[config.mk]
export PLATFORM = sky130hd
export DESIGN_NAME = hub75_scan_ctrl
export DESIGN_NICKNAME = d
export VERILOG_FILES = /design/src/rtl/hub75_scan_ctrl.sv
export SDC_FILE = /design/constraint.sdc
export NUM_CORES = 1
export LEC_CHECK = 0
export ABC_AREA = 1
export CAP_MARGIN = 20
export CORE_ASPECT_RATIO = 1.5
export CORE_MARGIN = 2
export CORE_UTILIZATION = 40
export DETAILED_ROUTE_END_ITERATION = 7
export SETUP_SLACK_MARGIN = 0.5
export SLEW_MARGIN = 20
export SYNTH_ARGS = -nofsm -noshare
export SYNTH_HDL_FRONTEND = slang
export SYNTH_SLANG_ARGS = --single-unit
[constraint.sdc]
create_clock -name clk -period 5.61 [get_ports clk]
set_clock_uncertainty 0.05 [all_clocks]
set_input_delay 1.683 -clock clk [delete_from_list [all_inputs] [get_ports clk]]
set_output_delay 1.683 -clock clk [all_outputs]
set_load 0.01 [all_outputs]
[src/rtl/hub75_scan_ctrl.sv]
// hub75_scan_ctrl
//
// HUB75/HUB75E scan controller with binary-coded-modulation colour depth.
// For every row and every bit plane (LSB first) it reads one pixel-RAM word
// per column, picks the current plane's bit out of each of the six colour
// channels, shifts them into the panel on hub_ck, latches the row and then
// unblanks the LEDs for SHOW_BASE << plane clocks.
//
// Ports
//   clk          single clock
//   resetn       asynchronous active-low reset
//   enable       run the scan; only looked at on plane boundaries
//   ram_rd       pixel RAM read strobe
//   ram_addr     pixel RAM address {row, col}
//   ram_data     {R1,G1,B1,R2,G2,B2}, DEPTH bits each, valid one cycle after ram_rd
//   hub_rgb      {R1,G1,B1,R2,G2,B2} shift data
//   hub_ck       shift clock (panel samples on the rising edge)
//   hub_st       latch strobe, active high
//   hub_oe       blanking, 1 = LEDs off
//   hub_line     row select (E,D,C,B,A)
//   frame_start  one-cycle pulse at the latch of row 0, plane 0
module hub75_scan_ctrl #(
  parameter int COLS      = 64,
  parameter int COL_BITS  = 6,
  parameter int ROW_BITS  = 5,
  parameter int DEPTH     = 5,
  parameter int SHOW_BASE = 4
) (
  input  logic                         clk,
  input  logic                         resetn,
  input  logic                         enable,
  output logic                         ram_rd,
  output logic [ROW_BITS+COL_BITS-1:0] ram_addr,
  input  logic [6*DEPTH-1:0]           ram_data,
  output logic [5:0]                   hub_rgb,
  output logic                         hub_ck,
  output logic                         hub_st,
  output logic                         hub_oe,
  output logic [ROW_BITS-1:0]          hub_line,
  output logic                         frame_start
);

  // Shift-cycle index runs 0 .. 2*COLS+1, one bit wider than 2*col.
  localparam int K_W      = COL_BITS + 2;
  localparam int PL_W     = (DEPTH > 1) ? $clog2(DEPTH) : 1;
  localparam int SHOW_MAX = SHOW_BASE << (DEPTH - 1);
  localparam int SH_W     = $clog2(SHOW_MAX + 1);

  localparam logic [K_W-1:0]  K_LAST  = K_W'(2 * COLS + 1);
  localparam logic [PL_W-1:0] PL_LAST = PL_W'(DEPTH - 1);

  typedef enum logic [1:0] {IDLE, SHIFT, LATCH, SHOW} state_t;

  state_t              state;
  logic [K_W-1:0]      k;
  logic [K_W-1:0]      k_nxt;
  logic [ROW_BITS-1:0] row;
  logic [ROW_BITS-1:0] row_nxt;
  logic [PL_W-1:0]     plane;
  logic [PL_W-1:0]     plane_nxt;
  logic [SH_W-1:0]     show_cnt;
  logic [SH_W-1:0]     show_load;
  logic [DEPTH-1:0]    chan;
  logic [5:0]          plane_bits;

  assign k_nxt     = k + 1'b1;
  // Loaded as length-1 so the SHOW state lasts exactly SHOW_BASE<<plane cycles.
  assign show_load = (SH_W'(SHOW_BASE) << plane) - 1'b1;

  always_comb begin
    plane_nxt = plane + 1'b1;
    row_nxt   = row;
    if (plane == PL_LAST) begin
      plane_nxt = '0;
      row_nxt   = row + 1'b1;
    end
  end

  // Channel i occupies ram_data[i*DEPTH +: DEPTH]; channel 0 is B2, so the
  // loop index lines up directly with the hub_rgb bit position.
  always_comb begin
    chan       = '0;
    plane_bits = '0;
    for (int i = 0; i < 6; i++) begin
      chan          = ram_data[i*DEPTH +: DEPTH];
      plane_bits[i] = chan[plane];
    end
  end

  // Every output is computed for the cycle after the current one, so the
  // decisions below use k_nxt (the shift cycle about to be presented).
  always_ff @(posedge clk or negedge resetn) begin
    if (!resetn) begin
      state       <= IDLE;
      k           <= '0;
      row         <= '0;
      plane       <= '0;
      show_cnt    <= '0;
      ram_rd      <= 1'b0;
      ram_addr    <= '0;
      hub_rgb     <= '0;
      hub_ck      <= 1'b0;
      hub_st      <= 1'b0;
      hub_oe      <= 1'b1;
      hub_line    <= '0;
      frame_start <= 1'b0;
    end else begin
      frame_start <= 1'b0;
      case (state)
        IDLE: begin
          hub_oe <= 1'b1;
          if (enable) begin
            state    <= SHIFT;
            k        <= '0;
            ram_rd   <= 1'b1;
            ram_addr <= {row, COL_BITS'(0)};
          end
        end

        SHIFT: begin
          if (k == K_LAST) begin
            state       <= LATCH;
            ram_rd      <= 1'b0;
            hub_ck      <= 1'b0;
            hub_st      <= 1'b1;
            hub_line    <= row;
            frame_start <= (row == '0) && (plane == '0);
          end else begin
            k <= k_nxt;
            // Even cycles 2c issue the read for column c; RAM data for it
            // arrives in cycle 2c+1 and is presented on hub_rgb in 2c+2.
            ram_rd <= ~k_nxt[0] && (k_nxt[K_W-1:1] < (K_W-1)'(COLS));
            if (~k_nxt[0] && (k_nxt[K_W-1:1] < (K_W-1)'(COLS)))
              ram_addr <= {row, k_nxt[COL_BITS:1]};
            if (~k_nxt[0] && (k_nxt >= K_W'(2)))
              hub_rgb <= plane_bits;
            hub_ck <= k_nxt[0] && (k_nxt >= K_W'(3));
          end
        end

        LATCH: begin
          hub_st   <= 1'b0;
          hub_oe   <= 1'b0;
          show_cnt <= show_load;
          state    <= SHOW;
        end

        SHOW: begin
          if (show_cnt == '0) begin
            hub_oe <= 1'b1;
            plane  <= plane_nxt;
            row    <= row_nxt;
            if (enable) begin
              state    <= SHIFT;
              k        <= '0;
              ram_rd   <= 1'b1;
              ram_addr <= {row_nxt, COL_BITS'(0)};
            end else begin
              state <= IDLE;
            end
          end else begin
            show_cnt <= show_cnt - 1'b1;
          end
        end

        default: state <= IDLE;
      endcase
    end
  end

endmodule
## Yosys cells after proc, flatten, opt, wreduce, memory -nomap -nowiden

Cells that the tools add are included.

- Logic and storage cells: 101
- Bits in registers: 52
- Input port bits: 33
- Output and inout port bits: 27

- $lt $le $gt $ge: 4
- Muxes and demuxes: 42
- Equal/unequal tests: 12
- Reductions and logical operators: 22
- Bitwise logic cells: 2
- Shift-type cells: 1
- Add/subtract/negate cells: 5

Operator list:

| kind | count |
|---|---|
| $mux W11 | 5 |
| $pmux W11 S3 | 1 |
| $mux W8 | 3 |
| $pmux W8 S3 | 1 |
| $bmux W1 S3 | 6 |
| $ge A8 B2 Y1 const B | 2 |
| $mux W1 | 15 |
| $ne A2 B2 Y1 const B | 7 |
| $pmux W7 S2 | 1 |
| $sub A7 B1 Y7 const B | 2 |
| $reduce_and A2 Y1 | 6 |
| $reduce_and A3 Y1 | 3 |
| $add A8 B1 Y8 const B | 1 |
| $eq A8 B8 Y1 const B | 1 |
| $pmux W2 S4 | 1 |
| $logic_not A7 Y1 | 1 |
| $lt A7 B7 Y1 const B | 1 |
| $mux W7 | 1 |
| $shl A3 B3 Y7 const A | 1 |
| $mux W2 | 3 |
| $pmux W1 S3 | 2 |
| $reduce_and A6 Y1 | 1 |
| $reduce_bool A3 Y1 | 2 |
| $add A5 B1 Y5 const B | 1 |
| other kinds (14) | 20 |

## Logic depth before layout (Yosys ltp)

- Word-level depth: 6
- Depth in mapped cells: 12
- Mapped depth without buffers: 11

## Worst setup path before layout

No wires, ideal clock.

- Path type: in2reg
- Start point: input port enable
- End point: register k[5]
- Buffers on the path: 1
- Setup time: 122 ps
- Setup slack: 3,192 ps
- Data arrival time: 2,245 ps
- Data required time: 5,438 ps
- Cell stages on the path: 7
- Path through: nor2_1 inv_1 nand2_1 nor2_4 buf_4 nand2_1 o21ai_1

- Word-level cells in the longest chain between the ends: 3

RTL lines:

| element | line | source |
|---|---|---|
| start: declaration | 31 | `input logic enable,` |
| $mux W8 (*) | n/a |  |
| $mux W8 | n/a |  |
| $pmux W8 S3 (*) | n/a |  |
| end signal: assignment | 129 | `k <= k_nxt;` |
| end: declaration | 55 | `logic [K_W-1:0] k;` |

Mark *: on every way between the ends. The rest lies on a longest branch, timed or not. The select of a mux whose other input is x is not followed.
A chain may end at the register's enable or synchronous reset.

## Final worst setup path

- Start point: register hub_oe
- End point: output port hub_oe

RTL lines:

| element | line | source |
|---|---|---|
| start: declaration | 38 | `output logic hub_oe,` |
| start signal: assignment | 104 | `hub_oe <= 1'b1;` |
| start signal: assignment | 111 | `hub_oe <= 1'b1;` |
| start signal: assignment | 143 | `hub_oe <= 1'b0;` |

No word-level cell between the ends.

==> out/metrics.yaml <==
vias: 2865
final_common_cell: "nand2_1"
multiInputGateArea_mm2: 0.00164
synth-seq-area-share_pct: 41.1
slew-limit-headroom_pct: 56.0
seqCellArea_mm2: 0.00130
drtPass1Iterations: 4
final_cell_mix: "nand2_1 (129), clkdlybuf4s50_1 (58), nand3_1 (57)"
outcome: "completed"
die_width_um: 76.7
r2r-end: "ram_addr[7]"
initial_core_util_pct: 41.4
cp.depth: 1
worst_slack_ns: 2.51
insertion_delay_ns: 0.29
grt_max_degree: 53
die_h_um: 113
synth_mux_area_share_pct: 0
grt_pass1_wl_mm: 12.9
finalWeightedCongestion: 0.869
critPathMaxFanout: 2
rr_worst_depth: 9
final-setup-viol-count: 0
ys_seq_elements: 52
clk_path_buf_depth: 2
grtUsageTotal_pct: 18.5
critical_path_class: "reg2out"
place_inst: 576
hold_viol_final: 0
synth_fa_ha_area_share_pct: 7.11
pre_cts_ws_ns: 2.35
portBuffers: 59
min_period_over_period_pct: 55.3
clock-root-buffer: "clkbuf_16"
rsz0062_at_grt: "no"
p_leak_nw: 1.93
synth_top_cell_by_area: "dfrtp_1"
dieArea_mm2: 0.00867
clk_pin_slew_ns: 0.07
p_per_area_mw_per_mm2: 417
drt_iter0_drc: 163
hold_buffers: 0
cts_sinks: 52
pin_count: 60
synth_cell_types: 34
worstPathArrival_ns: 1.37
final_nets: 532
post-route-util_pct: 52.0
cts_resized: 0
crit_path_start_kind: "register"
crit_path_top_delay_cell: "clkdlybuf4s50_1"
cts_setup_buffers: 0
synth-simple-area-share_pct: 32.5
synth_area_leaders: "dfrtp_1 (40%), nand2_1 (15%), nand3_1 (9.0%), ha_1 (7.1%), inv_1 (4.7%)"
syn_nets: 474
worstMarginPinSlew_ns: 0.660
antenna_left: 0
setup_tns_ns: 0
vdd_drop_max_uv: 274
synthCells: 423
drv_cap: 0
route.detailed.drc: 0
endpoint: "hub_oe"
htree_levels: 2
crit_buf_inv: 1
synth_area_per_cell_um2: 7.49
whs_ns: 0.421
synth_xor_xnor_area_share_pct: 1.11
regToRegSetupSlack_ns: 3.16
cts_tree: "built"
core.rowCount: 39
worstPathRequired_ns: 3.88
report.final.slew_viol_count: 0
nFillCells: 813
grt_pass1_vias: 2750
synth_top_family_by_area: "simple AND/OR/NAND/NOR gates"
cts-buffers-inserted: 5
wl_per_cell_um: 13.3
synth-compound-area-share_pct: 10.9
syn_to_final_growth_pct: 25.6
end_kind: "primary output"
cpLargestDelayFamily: "buffers and inverters"
finalNonFillerCells: 584
syn-cell-area_mm2: 0.00317
synth.top_cell.area_share_pct: 40.3
crit_chain: "clkdlybuf4s50_1"
grt-ovfl-total: 0
hpwlAfterDp_mm: 6.09
final_layout_size_suffix_gt1_share_pct: 6.64
totalWireLength_mm: 7.78
drt-vias-per-instance: 4.91
max_stage_delay_ns: 0.56
min_path_type: "reg2reg"
yosysWarnings: 0
diodes: 0
r2r-start: "plane[0]"
core_area_mm2: 0.00766
crit_start: "hub_oe"
fmaxAchievable_mhz: 322
antenna_found_initial: 0
finalCriticalPeriod_ns: 3.10
## power by group
group	total (mW)	internal (mW)	switching, mW	leakage (nW)
Clock	0.312	0.178	0.134	0.0772
Sequential	0.544	0.461	0.0832	0.677
Combinational	0.805	0.297	0.508	1.17
Total	1.66	0.936	0.725	1.93
## synthesized netlist by cell type
| cell | number |
|---|---|
| xor2_1 | 3 |
| o21ai_0 | 30 |
| o21ai_1 | 9 |
| nor2_4 | 2 |
| clkinv_1 | 2 |
| xnor2_1 | 1 |
| buf_4 | 3 |
| nand2_4 | 1 |
| o21bai_1 | 3 |
| o21ai_4 | 1 |
| o31ai_1 | 1 |
| a311oi_1 | 1 |
| inv_2 | 3 |
| nor2_1 | 26 |
| clkbuf_1 | 2 |
| dfstp_2 | 1 |
| ha_1 | 18 |
| o22ai_1 | 2 |
| nand3_4 | 1 |
| dfrtp_1 | 51 |
| a21oi_1 | 10 |
| nand2_2 | 4 |
| or2_2 | 1 |
| nor2_2 | 6 |
| o21ai_2 | 2 |
| nand3_1 | 57 |
| inv_1 | 40 |
| nand4_1 | 5 |
| nand2_1 | 129 |
| buf_6 | 2 |
| o21a_1 | 2 |
| and2_1 | 1 |
| nor3_1 | 1 |
| buf_2 | 2 |
## metrics by stage
step / total power [mW] / cell area, um2
6_report: 1.66 / 3980
2_1_floorplan: 1.14 / 3170
3_5_place_dp: 1.37 / 3830
5_1_grt: 1.82 / 3980
4_1_cts: 1.68 / 3980
3_3_place_gp: 1.35 / 3830
## worst min-delay path: cells and delay by family, from the launching register on
family / cells / cell delay [ns]
DFF: 1 / 0.34
and+or+nand+nor: 2 / 0.09
## cell families after synthesis
family,after synthesis
buf+inv,54
compound gates,61
simple gates,234
fa+ha+maj,18
flops,52
xor+xnor,4
## registers in the layout, summed over array words and instances (netlist names)
register	cells
k	8
ram_rd	1
frame_start	1
state	2
hub_ck	1
hub_oe	1
show_cnt	7
hub_rgb	6
plane	3
hub_st	1
ram_addr	11
hub_line	5
row	5
## area by class of cell
class                           count  share of cell area (%)
Clock inverter                      2                   0.346
Multi-Input combinational cell    317                    41.1
Sequential cell                    52                    32.7
Clock buffer                        6                    3.49
Inverter                           45                    4.24
Timing Repair Buffer               60                    14.9
Tap cell                          102                    3.21
## worst min-delay path by stage
| stage | from | endpoint | slack (ns) | cells past startpoint |
|---|---|---|---|---|
| after global placement | ram_addr[1] | ram_addr[1] | 0.41 | 2 |
| after floorplan | show_cnt[5] | show_cnt[5] | 0.42 | 2 |
| after CTS | ram_addr[4] | ram_addr[4] | 0.43 | 2 |
| after detailed placement | ram_addr[4] | ram_addr[4] | 0.41 | 2 |
| after global routing | hub_rgb[3] | hub_rgb[3] | 0.45 | 2 |
| final | ram_addr[4] | ram_addr[4] | 0.42 | 2 |
## metal layers
| metal | GRT usage (%) | vias to the layer above | share of wire [%] |
|---|---|---|---|
| met1 | 21.5 | 1336 | 42 |
| met5 | 0 | - | 0 |
| met2 | 35.0 | 32 | 55 |
| li1 | - | 1491 | - |
| met3 | 2.79 | 6 | 1.5 |
| met4 | 4.61 | 0 | 1.3 |
No activity file was read; power rests on OpenSTA's default activity.
